### config.mk
export PLATFORM = sky130hd
export DESIGN_NAME = serial_bridge
export DESIGN_NICKNAME = d
export VERILOG_FILES = /design/src/rtl/serial_pkg.sv /design/src/rtl/serial_fifo.sv /design/src/rtl/serial_bridge.sv
export SDC_FILE = /design/constraint.sdc
export NUM_CORES = 1
export LEC_CHECK = 0
export ABC_AREA = 1
export ABC_CLOCK_PERIOD_IN_PS = 2400
export CAP_MARGIN = 40
export CORE_MARGIN = 10
export CORE_UTILIZATION = 40
export CTS_CLUSTER_DIAMETER = 40
export DETAILED_ROUTE_END_ITERATION = 6
export PLACE_DENSITY = 0.59
export SKIP_CTS_REPAIR_TIMING = 1
export SLEW_MARGIN = 20
export SYNTH_ARGS = -nofsm -noshare
export SYNTH_HDL_FRONTEND = slang
export SYNTH_SLANG_ARGS = --single-unit
### constraint.sdc
create_clock -name clk -period 2.4 [get_ports clk]
set_clock_uncertainty 0.1 [all_clocks]
set_input_delay 0.48 -clock clk [delete_from_list [all_inputs] [get_ports clk]]
set_output_delay 0.48 -clock clk [all_outputs]
set_load 0.1 [all_outputs]
### src/rtl/serial_pkg.sv
// Shared definitions for serial_bridge: host access encodings and the TX/RX FSM state type.
// The parity state exists only when SERIAL_BRIDGE_PARITY_EN is defined.
package serial_pkg;

  localparam logic [1:0] MODE_IDLE  = 2'b00;
  localparam logic [1:0] MODE_WRITE = 2'b01;
  localparam logic [1:0] MODE_READ  = 2'b10;

  localparam logic [2:0] IDX_DATA   = 3'b110;
  localparam logic [2:0] IDX_STATUS = 3'b111;

  typedef enum logic [2:0] {
    ST_IDLE,
    ST_START,
    ST_DATA,
`ifdef SERIAL_BRIDGE_PARITY_EN
    ST_PARITY,
`endif
    ST_STOP
  } serial_state_e;

endpackage

### src/rtl/serial_fifo.sv
// Synchronous FIFO with show-ahead head output; a pop in the same cycle makes room
// for a push into a full FIFO.
module serial_fifo #(
  parameter int WIDTH = 8,
  parameter int DEPTH = 16
) (
  input  logic             clk,
  input  logic             rst,
  input  logic             push,
  input  logic             pop,
  input  logic [WIDTH-1:0] din,
  output logic [WIDTH-1:0] dout,
  output logic             full,
  output logic             empty
);

  localparam int AW = $clog2(DEPTH);

  logic [WIDTH-1:0] mem [DEPTH];
  logic [AW:0]      wr_ptr;
  logic [AW:0]      rd_ptr;
  logic             do_push;
  logic             do_pop;

  // The extra pointer MSB tells a full FIFO from an empty one.
  assign empty   = (wr_ptr == rd_ptr);
  assign full    = (wr_ptr[AW] != rd_ptr[AW]) && (wr_ptr[AW-1:0] == rd_ptr[AW-1:0]);
  assign do_pop  = pop && !empty;
  assign do_push = push && (!full || do_pop);
  assign dout    = mem[rd_ptr[AW-1:0]];

  // NOTE: sequential state uses non-blocking assignments so every register samples pre-edge values.
  always_ff @(posedge clk) begin
    if (!rst) begin
      wr_ptr <= '0;
      rd_ptr <= '0;
    end else begin
      if (do_push) wr_ptr <= wr_ptr + 1'b1;
      if (do_pop)  rd_ptr <= rd_ptr + 1'b1;
    end
  end

  // NOTE: storage has no reset; the pointers alone decide which entries are valid.
  always_ff @(posedge clk) begin
    if (do_push) mem[wr_ptr[AW-1:0]] <= din;
  end

endmodule

### src/rtl/serial_bridge.sv
// Host-to-serial bridge: data/status register window over buffered UART TX and RX.
// Define SERIAL_BRIDGE_PARITY_EN to add an even-parity bit after the data bits.
module serial_bridge
  import serial_pkg::*;
#(
  parameter int DATA_W = 8,
  parameter int DIV    = 434,
  parameter int DEPTH  = 16
) (
  input  logic              clk,
  input  logic              rst,
  input  logic [1:0]        mode,
  input  logic [2:0]        index,
  input  logic [DATA_W-1:0] wdata,
  output logic [DATA_W-1:0] rdata,
  output logic [3:0]        status,
  input  logic              u_rxd,
  output logic              u_txd
);

  localparam int CW = $clog2(DIV);
  localparam int BW = $clog2(DATA_W + 1);
  localparam logic [CW-1:0] BAUD_LAST = CW'(DIV - 1);
  localparam logic [CW-1:0] BAUD_HALF = CW'(DIV / 2 - 1);
  localparam logic [BW-1:0] BIT_LAST  = BW'(DATA_W - 1);

  logic wr_data, rd_data, rd_stat;
  logic tx_push, tx_pop, tx_full, tx_empty;
  logic rx_push, rx_full, rx_empty;
  logic [DATA_W-1:0] tx_head, rx_head;
  logic rx_overrun, rx_err, rx_done, rx_err_set;

  assign wr_data = (mode == MODE_WRITE) && (index == IDX_DATA);
  assign rd_data = (mode == MODE_READ)  && (index == IDX_DATA);
  assign rd_stat = (mode == MODE_READ)  && (index == IDX_STATUS);
  assign tx_push = wr_data && !tx_full;
  assign status  = {!rx_empty, !tx_full, rx_overrun, rx_err};

  serial_fifo #(.WIDTH(DATA_W), .DEPTH(DEPTH)) u_tx_fifo (
    .clk(clk), .rst(rst), .push(tx_push), .pop(tx_pop), .din(wdata),
    .dout(tx_head), .full(tx_full), .empty(tx_empty)
  );

  logic [DATA_W-1:0] rx_shift;

  serial_fifo #(.WIDTH(DATA_W), .DEPTH(DEPTH)) u_rx_fifo (
    .clk(clk), .rst(rst), .push(rx_push), .pop(rd_data), .din(rx_shift),
    .dout(rx_head), .full(rx_full), .empty(rx_empty)
  );

  // Sticky bits: a set in the same cycle as a status read wins over the clear.
  always_ff @(posedge clk) begin
    if (!rst) begin
      rdata      <= '0;
      rx_overrun <= 1'b0;
      rx_err     <= 1'b0;
    end else begin
      if (rd_data)      rdata <= rx_empty ? '0 : rx_head;
      else if (rd_stat) rdata <= DATA_W'(status);
      rx_overrun <= (rx_overrun && !rd_stat) || (rx_push && rx_full && !rd_data);
      rx_err     <= (rx_err && !rd_stat) || rx_err_set;
    end
  end

  // ---------------- transmitter ----------------
  serial_state_e     tx_state, tx_state_n;
  logic [CW-1:0]     tx_cnt, tx_cnt_n;
  logic [BW-1:0]     tx_bits, tx_bits_n;
  logic [DATA_W-1:0] tx_shift, tx_shift_n;
  logic              tx_line, tx_line_n;
`ifdef SERIAL_BRIDGE_PARITY_EN
  logic              tx_par, tx_par_n;
`endif

  assign u_txd = tx_line;

  always_comb begin
    // NOTE: every output gets a default first so no path leaves it unassigned and infers a latch.
    tx_state_n = tx_state;
    tx_cnt_n   = tx_cnt;
    tx_bits_n  = tx_bits;
    tx_shift_n = tx_shift;
    tx_line_n  = tx_line;
    tx_pop     = 1'b0;
`ifdef SERIAL_BRIDGE_PARITY_EN
    tx_par_n   = tx_par;
`endif
    case (tx_state)
      ST_IDLE: begin
        tx_line_n = 1'b1;
        if (!tx_empty) begin
          tx_pop     = 1'b1;
          tx_shift_n = tx_head;
          tx_cnt_n   = '0;
          tx_line_n  = 1'b0;
          tx_state_n = ST_START;
`ifdef SERIAL_BRIDGE_PARITY_EN
          tx_par_n   = ^tx_head;
`endif
        end
      end
      ST_START: begin
        if (tx_cnt == BAUD_LAST) begin
          tx_cnt_n   = '0;
          tx_bits_n  = '0;
          tx_line_n  = tx_shift[0];
          tx_state_n = ST_DATA;
        end else tx_cnt_n = tx_cnt + 1'b1;
      end
      ST_DATA: begin
        if (tx_cnt == BAUD_LAST) begin
          tx_cnt_n = '0;
          if (tx_bits == BIT_LAST) begin
`ifdef SERIAL_BRIDGE_PARITY_EN
            tx_line_n  = tx_par;
            tx_state_n = ST_PARITY;
`else
            tx_line_n  = 1'b1;
            tx_state_n = ST_STOP;
`endif
          end else begin
            tx_bits_n  = tx_bits + 1'b1;
            tx_shift_n = tx_shift >> 1;
            tx_line_n  = tx_shift[1];
          end
        end else tx_cnt_n = tx_cnt + 1'b1;
      end
`ifdef SERIAL_BRIDGE_PARITY_EN
      ST_PARITY: begin
        if (tx_cnt == BAUD_LAST) begin
          tx_cnt_n   = '0;
          tx_line_n  = 1'b1;
          tx_state_n = ST_STOP;
        end else tx_cnt_n = tx_cnt + 1'b1;
      end
`endif
      ST_STOP: begin
        // Chain straight into the next start bit when more data is queued.
        if (tx_cnt == BAUD_LAST) begin
          tx_cnt_n = '0;
          if (!tx_empty) begin
            tx_pop     = 1'b1;
            tx_shift_n = tx_head;
            tx_line_n  = 1'b0;
            tx_state_n = ST_START;
`ifdef SERIAL_BRIDGE_PARITY_EN
            tx_par_n   = ^tx_head;
`endif
          end else begin
            tx_line_n  = 1'b1;
            tx_state_n = ST_IDLE;
          end
        end else tx_cnt_n = tx_cnt + 1'b1;
      end
      default: tx_state_n = ST_IDLE;
    endcase
  end

  always_ff @(posedge clk) begin
    if (!rst) begin
      tx_state <= ST_IDLE;
      tx_cnt   <= '0;
      tx_bits  <= '0;
      tx_shift <= '0;
      tx_line  <= 1'b1;
`ifdef SERIAL_BRIDGE_PARITY_EN
      tx_par   <= 1'b0;
`endif
    end else begin
      tx_state <= tx_state_n;
      tx_cnt   <= tx_cnt_n;
      tx_bits  <= tx_bits_n;
      tx_shift <= tx_shift_n;
      tx_line  <= tx_line_n;
`ifdef SERIAL_BRIDGE_PARITY_EN
      tx_par   <= tx_par_n;
`endif
    end
  end

  // ---------------- receiver ----------------
  serial_state_e     rx_state, rx_state_n;
  logic [CW-1:0]     rx_cnt, rx_cnt_n;
  logic [BW-1:0]     rx_bits, rx_bits_n;
  logic [DATA_W-1:0] rx_shift_n;
  logic              rx_meta, rx_sync;
  logic              rx_wait, rx_wait_n;
`ifdef SERIAL_BRIDGE_PARITY_EN
  logic              rx_par_bad, rx_par_bad_n;
`endif

  always_comb begin
    rx_state_n = rx_state;
    rx_cnt_n   = rx_cnt;
    rx_bits_n  = rx_bits;
    rx_shift_n = rx_shift;
    rx_wait_n  = rx_wait;
    rx_done    = 1'b0;
    rx_err_set = 1'b0;
`ifdef SERIAL_BRIDGE_PARITY_EN
    rx_par_bad_n = rx_par_bad;
`endif
    case (rx_state)
      ST_IDLE: begin
        if (!rx_sync) begin
          rx_cnt_n   = '0;
          rx_state_n = ST_START;
        end
      end
      ST_START: begin
        // Mid-bit recheck rejects glitches shorter than half a bit.
        if (rx_cnt == BAUD_HALF) begin
          rx_cnt_n   = '0;
          rx_bits_n  = '0;
          rx_state_n = rx_sync ? ST_IDLE : ST_DATA;
`ifdef SERIAL_BRIDGE_PARITY_EN
          rx_par_bad_n = 1'b0;
`endif
        end else rx_cnt_n = rx_cnt + 1'b1;
      end
      ST_DATA: begin
        if (rx_cnt == BAUD_LAST) begin
          rx_cnt_n   = '0;
          rx_shift_n = {rx_sync, rx_shift[DATA_W-1:1]};
          if (rx_bits == BIT_LAST) begin
`ifdef SERIAL_BRIDGE_PARITY_EN
            rx_state_n = ST_PARITY;
`else
            rx_state_n = ST_STOP;
`endif
          end else rx_bits_n = rx_bits + 1'b1;
        end else rx_cnt_n = rx_cnt + 1'b1;
      end
`ifdef SERIAL_BRIDGE_PARITY_EN
      ST_PARITY: begin
        if (rx_cnt == BAUD_LAST) begin
          rx_cnt_n     = '0;
          rx_par_bad_n = rx_sync ^ (^rx_shift);
          rx_state_n   = ST_STOP;
        end else rx_cnt_n = rx_cnt + 1'b1;
      end
`endif
      ST_STOP: begin
        if (rx_wait) begin
          if (rx_sync) begin
            rx_wait_n  = 1'b0;
            rx_state_n = ST_IDLE;
          end
        end else if (rx_cnt == BAUD_LAST) begin
          rx_cnt_n   = '0;
          rx_done    = 1'b1;
`ifdef SERIAL_BRIDGE_PARITY_EN
          rx_err_set = !rx_sync || rx_par_bad;
`else
          rx_err_set = !rx_sync;
`endif
          if (rx_sync) rx_state_n = ST_IDLE;
          else         rx_wait_n  = 1'b1;
        end else rx_cnt_n = rx_cnt + 1'b1;
      end
      default: rx_state_n = ST_IDLE;
    endcase
  end

  always_ff @(posedge clk) begin
    if (!rst) begin
      rx_meta  <= 1'b1;
      rx_sync  <= 1'b1;
      rx_state <= ST_IDLE;
      rx_cnt   <= '0;
      rx_bits  <= '0;
      rx_shift <= '0;
      rx_wait  <= 1'b0;
      rx_push  <= 1'b0;
`ifdef SERIAL_BRIDGE_PARITY_EN
      rx_par_bad <= 1'b0;
`endif
    end else begin
      rx_meta  <= u_rxd;
      rx_sync  <= rx_meta;
      rx_state <= rx_state_n;
      rx_cnt   <= rx_cnt_n;
      rx_bits  <= rx_bits_n;
      rx_shift <= rx_shift_n;
      rx_wait  <= rx_wait_n;
      rx_push  <= rx_done;
`ifdef SERIAL_BRIDGE_PARITY_EN
      rx_par_bad <= rx_par_bad_n;
`endif
    end
  end

endmodule
==> metrics.txt, run 1 <==
CP delay by family, top=simple AND/OR/NAND/NOR gates; Seq/Total Area, Yosys=64.4%; Hold WC Path Type=reg -> reg; antenna cells=0; Post-synth top flop=edfxtp_1; post-place setup slack=-353 ps; WL final=36300 um; Slowest cell on crit path=dfxtp_2; worst hold slack=328 ps; CP max stage delay=380 ps; Num CTS Buffers=48; post-synth cell types=39; synth warn=0; Hold Startpoint=rx_meta; Final Critical Period=2310 ps; Setup crit end kind=output port; vias=10600; Worst-Margin Slew=577 ps; number of global-route vias before repair=10300; Max clock buf depth=3; Yosys top cell area share=52.3%; drt via density=5.17; row cnt=70; fin. max-slew vios=0; ratio of cells with drive above 1 in the final layout=14.4%; GRT Total Usage=16.1%; Post-DRT Antenna Nets=0; count of final setup violators=0; CP arrival=1730 ps; Comb pwr share=15.7%; DR pass1 iterations=5; Clock Pin Slew Worst Setup and Hold Paths=50 ps; first-pass GRT wire length=56600 um; Cell Int Power=12.0 mW; status=complete, no violations; clock root cell=clkbuf_16; Cell Chain, Critical Path=inv_1, nand2_1, nand2_1, nor2_4, and2_4, nand2_4, buf_12; layout overhead on the synthesized area=20.2%; die area=0.0448 mm^2; # DRC=0; Post-DP HPWL=23600 um; min setup slack post-route=92.9 ps; Power, Total=16.6 mW; Clk network pwr share=44.2%; crit share post-route=96.1%; sequential power share=40.0%; PwrDens=938 mW/mm^2; P_leak=6.50 nW; Slew HR=61.5%; routability cong.=0.862; Worst-Skew Late Latency=580 ps; Post-synth EDFFs=256; TritonCTS clock tree=yes; crit-path most repeated cell=nand2_1; Worst Setup Start Kind=flip-flop; aggregate global routing overflow=0; Crit Path Max Fanout=5; critical path type=reg -> out; maximum clock frequency=433 MHz; Net count, final=1578; I/O pin total=29; pin count of the biggest net entering global routing=77; Core Footprint=0.0364 mm^2; die height=212 um; Mapped Avg Cell Area=10.3 um^2; Async S/R FF share, synth=0%; peak supply drop=680 uV; syn nets=1477; Worst Setup SP=u_tx_fifo.rd_ptr[0]; DR WL/cell=17.8 um; initial antenna violation count=0; NetSw=4.57 mW; cells after synthesis=1434; Switching Fraction=27.6%; Reg-to-Reg Start=u_tx_fifo.wr_ptr[3]; CTS H-Tree Depth=2; CP required=1820 ps; Die Wd=212 um; Mapped Area=0.0147 mm^2; RSZ-0062 raised after global routing=false; DRT iter0 DRCs=827; Initial Util=40.4%; #FFs+latches synth=345; PortBufs=28; Final Hold Vio Count=0; Num Clock Sinks=345; synth top area cells=edfxtp_1 52%, dfxtp_1 12%, nor2_1 6.5%; Worst Path Buf+Inv=2; cell taking the most area after synthesis=edfxtp_1; max-cap check violation count=0
## through the flow
| step | util [%] | cells | TNS (ps) | instance area, um^2 |
|---|---|---|---|---|
| 2_1_floorplan | - | 1434 | 0 | 14700 |
| 3_3_place_gp | 43.9 | 1952 | -52990 | 16000 |
| 4_1_cts | 48.4 | 2039 | -173 | 17700 |
| 3_5_place_dp | 43.9 | 1952 | -55560 | 16000 |
| 5_1_grt | 48.5 | 2040 | 0 | 17700 |
| 6_report | 48.5 | 2040 | 0 | 17700 |
## registers in the layout (all words and copies together), names as in the netlist, 8 cells and up, named ones only
signal / count
tx_cnt: 9
u_tx_fifo.mem: 128
rdata: 8
tx_shift: 8
rx_shift: 8
u_rx_fifo.mem: 128
rx_cnt: 9
## per-layer routing
| layer | track usage (%) | part of all wire (%) |
|---|---|---|
| met5 | 0 | 0 |
| met4 | 5.06 | 2.6 |
| met3 | 3.02 | 5.0 |
| met2 | 25.9 | 47 |
| met1 | 21.6 | 45 |
## power by group through the flow
| stage | clock network (mW) | logic [mW] | registers, mW |
|---|---|---|---|
| after floorplan | 0 | 1.86 | 6.79 |
| after global placement | 0 | 2.56 | 6.76 |
| after detailed placement | 0 | 2.59 | 6.77 |
| after CTS | 7.48 | 2.60 | 6.64 |
| after global routing | 7.71 | 2.96 | 6.66 |
| final | 7.34 | 2.61 | 6.65 |
## cell usage in the layout (no fill, tap or decap), drive strengths merged, types with 2 or more instances in the layout
cell type      netlist  final
xor2                10     10
xnor2                4      4
ha                  27     27
o211ai              43     43
or2                  5      5
dfxtp               89     89
nor3                12     12
a21oi               78     78
buf                 26    101
a22oi                2      2
clkinv               2     18
o21ai              154    154
clkbuf              39     53
clkinvlp             0      6
clkdlybuf4s50        0     15
nor2               261    261
bufinv               0      8
edfxtp             256    256
nor3b                5      5
nand2              193    193
inv                 96    100
nand4                6      6
nand3              120    120
## logic make-up (layout without fill, tap and decap cells)
logic type	count (synthesis)	in the layout	share of synthesized area (%)
fa+ha+maj	27	27	2.30
flops	345	345	64.4
simple gates	604	604	17.5
xor+xnor	14	14	0.833
compound gates	281	281	10.5
buf+inv	163	301	4.51
## path summary, 6_finish.rpt
kind,endpoint,slack [ps],cells past startpoint
setup / recovery,status[2],90,7
setup reg to reg,u_tx_fifo.mem[5][5],320,11
hold / removal,rx_sync,330,1
hold reg to reg,rx_sync,330,1
## layout make-up
class	count	area, um^2
clock buffer	53	1250
clock inverter	34	417
fill	3322	18800
inverter	98	368
multi-input combinational	926	4590
sequential	345	9490
tap	468	586
timing repair buffer	116	983
## worst reg2reg max path: cells and delay by family (launching register included)
| family | cells | cell delay (ps) |
|---|---|---|
| flops | 1 | 350 |
| buf+inv | 3 | 430 |
| simple gates | 8 | 860 |
## Yosys cell counts (all sizes together), types with 4 or more instances
cell type,instances
o211ai,43
buf,26
dfxtp,89
a21oi,78
nand3,120
xnor2,4
edfxtp,256
ha,27
nand2,193
xor2,10
or2,5
clkbuf,39
nor3b,5
nand4,6
nor2,261
inv,96
o21ai,154
nor3,12
No activity file was read; power rests on OpenSTA's default activity.
==> inputs of run 2 (changes only) <==
--- a/config.mk
+++ b/config.mk
@@ -14,7 +14,7 @@
 export DETAILED_ROUTE_END_ITERATION = 6
 export PLACE_DENSITY = 0.59
 export SKIP_CTS_REPAIR_TIMING = 1
-export SLEW_MARGIN = 20
+export SLEW_MARGIN = 5
 export SYNTH_ARGS = -nofsm -noshare
 export SYNTH_HDL_FRONTEND = slang
 export SYNTH_SLANG_ARGS = --single-unit
==> results of run 2 <==
Same layout as run 1: the final DEF is identical, and so are final timing and power.
==> inputs of run 3 (changes only) <==
--- a/config.mk
+++ b/config.mk
@@ -12,7 +12,7 @@
 export CORE_UTILIZATION = 40
 export CTS_CLUSTER_DIAMETER = 40
 export DETAILED_ROUTE_END_ITERATION = 6
-export PLACE_DENSITY = 0.59
+export PLACE_DENSITY = 0.54
 export SKIP_CTS_REPAIR_TIMING = 1
 export SLEW_MARGIN = 5
 export SYNTH_ARGS = -nofsm -noshare
==> metrics.txt, run 3 (synthesis results as in run 1) <==
die height=212 um (unchanged); Worst-Skew Late Latency=570 ps (was 580 ps); routability cong.=0.876 (was 0.862); drt via density=5.08 (was 5.17); post-route insts no fill=2045 (was 2040); Worst-Margin Slew=660 ps (was 577 ps); crit-path most repeated cell=nand2_1 (unchanged); PortBufs=28 (unchanged); pin count of the biggest net entering global routing=56 (was 77); count of final setup violators=0 (unchanged); DR WL/cell=18.0 um (was 17.8 um); commonest non-fill, non-tap cells in the layout=256 x edfxtp_1, 253 x nor2_1, 181 x nand2_1 (unchanged); number of global-route vias before repair=10300 (about the same); Hold WC Path Type=reg -> reg (unchanged); Net count, final=1579 (was 1578); leading cell type in the layout, fill and taps excluded=edfxtp_1 (unchanged); crit share post-route=96.3% (was 96.1%); initial antenna violation count=0 (unchanged); min setup slack post-route=89.9 ps (was 92.9 ps); CP required=1820 ps (about the same); Num Clock Sinks=345 (unchanged); max-cap check violation count=0 (unchanged); Post-Place Cells=1953 (was 1952); Die Wd=212 um (unchanged); CTS H-Tree Depth=2 (unchanged); critical path type=reg -> out (unchanged); end of the worst hold path=rx_sync (unchanged); Clock Pin Slew Worst Setup and Hold Paths=60 ps (was 50 ps); Slowest cell on crit path=dfxtp_4 (was dfxtp_2); Slew HR=55.9% (was 61.5%); PwrDens=916 mW/mm^2 (was 938 mW/mm^2); DRT iter0 DRCs=762 (was 827); TritonCTS clock tree=yes (unchanged); I/O pin total=29 (unchanged); Hold Crit Depth=1 (unchanged); Setup crit end kind=output port (unchanged); reg2reg setup slack=360 ps (was 320 ps); fin. max-slew vios=0 (unchanged); ratio of cells with drive above 1 in the final layout=15.0% (was 14.4%); peak supply drop=672 uV (was 680 uV); status=complete, no violations (unchanged); CP arrival=1730 ps (about the same); post-route setup TNS=0 ps (unchanged); row cnt=70 (unchanged); area of the multi-input gates=0.00460 mm^2 (was 0.00459 mm^2); r2r endpoint=rdata[1] (was u_tx_fifo.mem[5][5]); vias=10400 (was 10600); layout overhead on the synthesized area=19.9% (was 20.2%); Final Critical Period=2310 ps (about the same); DR pass1 iterations=5 (unchanged); clock root cell=clkbuf_16 (unchanged); r2r worst-path depth=7 (was 11); post-place setup slack=-277 ps (was -353 ps); Num CTS Buffers=49 (was 48); Cell Chain, Critical Path=inv_1, nand2_1, nand2_1, nor2_4, and2_4, nand2_4, buf_12 (unchanged); CP max stage delay=370 ps (was 380 ps); Initial Util=40.4% (unchanged); Max clock buf depth=3 (unchanged); # DRC=0 (unchanged); RSZ-0062 raised after global routing=true (was false); P_leak=6.49 nW (was 6.50 nW); Core Footprint=0.0364 mm^2 (unchanged); Crit Path Max Fanout=5 (unchanged); number of fill cells in the layout=3351 (was 3322); antenna cells=0 (unchanged); Post-DRT Antenna Nets=0 (unchanged); Worst Setup Start Kind=flip-flop (unchanged); Hold Startpoint=rx_meta (unchanged); register area=0.00949 mm^2 (unchanged); CP delay by family, top=simple AND/OR/NAND/NOR gates (unchanged); Worst Path Buf+Inv=2 (unchanged); aggregate global routing overflow=0 (unchanged); GRT Total Usage=16.6% (was 16.1%); Post-DP HPWL=24400 um (was 23600 um); Final Hold Vio Count=0 (unchanged); first-pass GRT wire length=57900 um (was 56600 um); die area=0.0448 mm^2 (unchanged); maximum clock frequency=433 MHz (about the same); WL final=36700 um (was 36300 um)
[run 3: cell types whose count changed in the layout (fill, tap and decap cells not counted), sizes merged]
cell,before,now
clkinv,18,16
bufinv,8,1
inv,100,109
clkbuf,53,58
[run 3: layer usage]
| metal | vias up | GRT usage (%) | part of all wire (%) |
|---|---|---|---|
| met3 | 57 | 3.27 | 5.3 |
| met2 | 267 | 26.8 | 47 |
| li1 | 5171 | - | - |
| met5 | - | 0 | 0 |
| met4 | 0 | 5.26 | 2.3 |
| met1 | 4891 | 21.9 | 45 |
[run 3: worst max path at each step]
stage	slack, ps	cells after the start	from	to
after global routing	-0.6	7	u_tx_fifo.wr_ptr[1]	status[2]
after global placement	-300	10	index[1]	u_rx_fifo.mem[9][2]
after detailed placement	-280	10	index[1]	u_rx_fifo.mem[9][0]
after CTS	-50	7	u_tx_fifo.wr_ptr[1]	status[2]
after floorplan	170	10	u_tx_fifo.wr_ptr[0]	u_tx_fifo.mem[11][0]
final	90	7	u_tx_fifo.wr_ptr[1]	status[2]
[run 3: per-stage QoR]
stage	power (mW)	hold slack [ps]	utilization (%)	cell area [um^2]
2_1_floorplan	8.65	293	-	14700
4_1_cts	16.3	313	48.3	17600
3_3_place_gp	9.40	308	43.9	16000
3_5_place_dp	9.41	300	44.0	16000
5_1_grt	17.0	330	48.4	17600
6_report	16.2	308	48.4	17600
[run 3: worst register-to-register path, stage by stage, from the launching register on]
cell and delay (ps):
dfxtp_1 320, inv_1 490, o21ai_0 280, o211ai_1 280, nand3_1 190, nand2_1 140, nand2_1 70, a21oi_1 110
[run 3: final cells by class]
type,instances,area share (%)
Clock inverter,34,1.57
Sequential cell,345,53.8
Inverter,98,2.09
Clock buffer,58,7.44
Tap cell,468,3.32
Timing Repair Buffer,116,5.74
Multi-Input combinational cell,926,26.1
[run 3: where the power goes]
group	internal [mW]	switching, mW	leakage (nW)	total [mW]
logic	0.857	1.75	2.65	2.61
clock network	4.10	2.78	0.776	6.88
registers	6.52	0.141	3.06	6.66
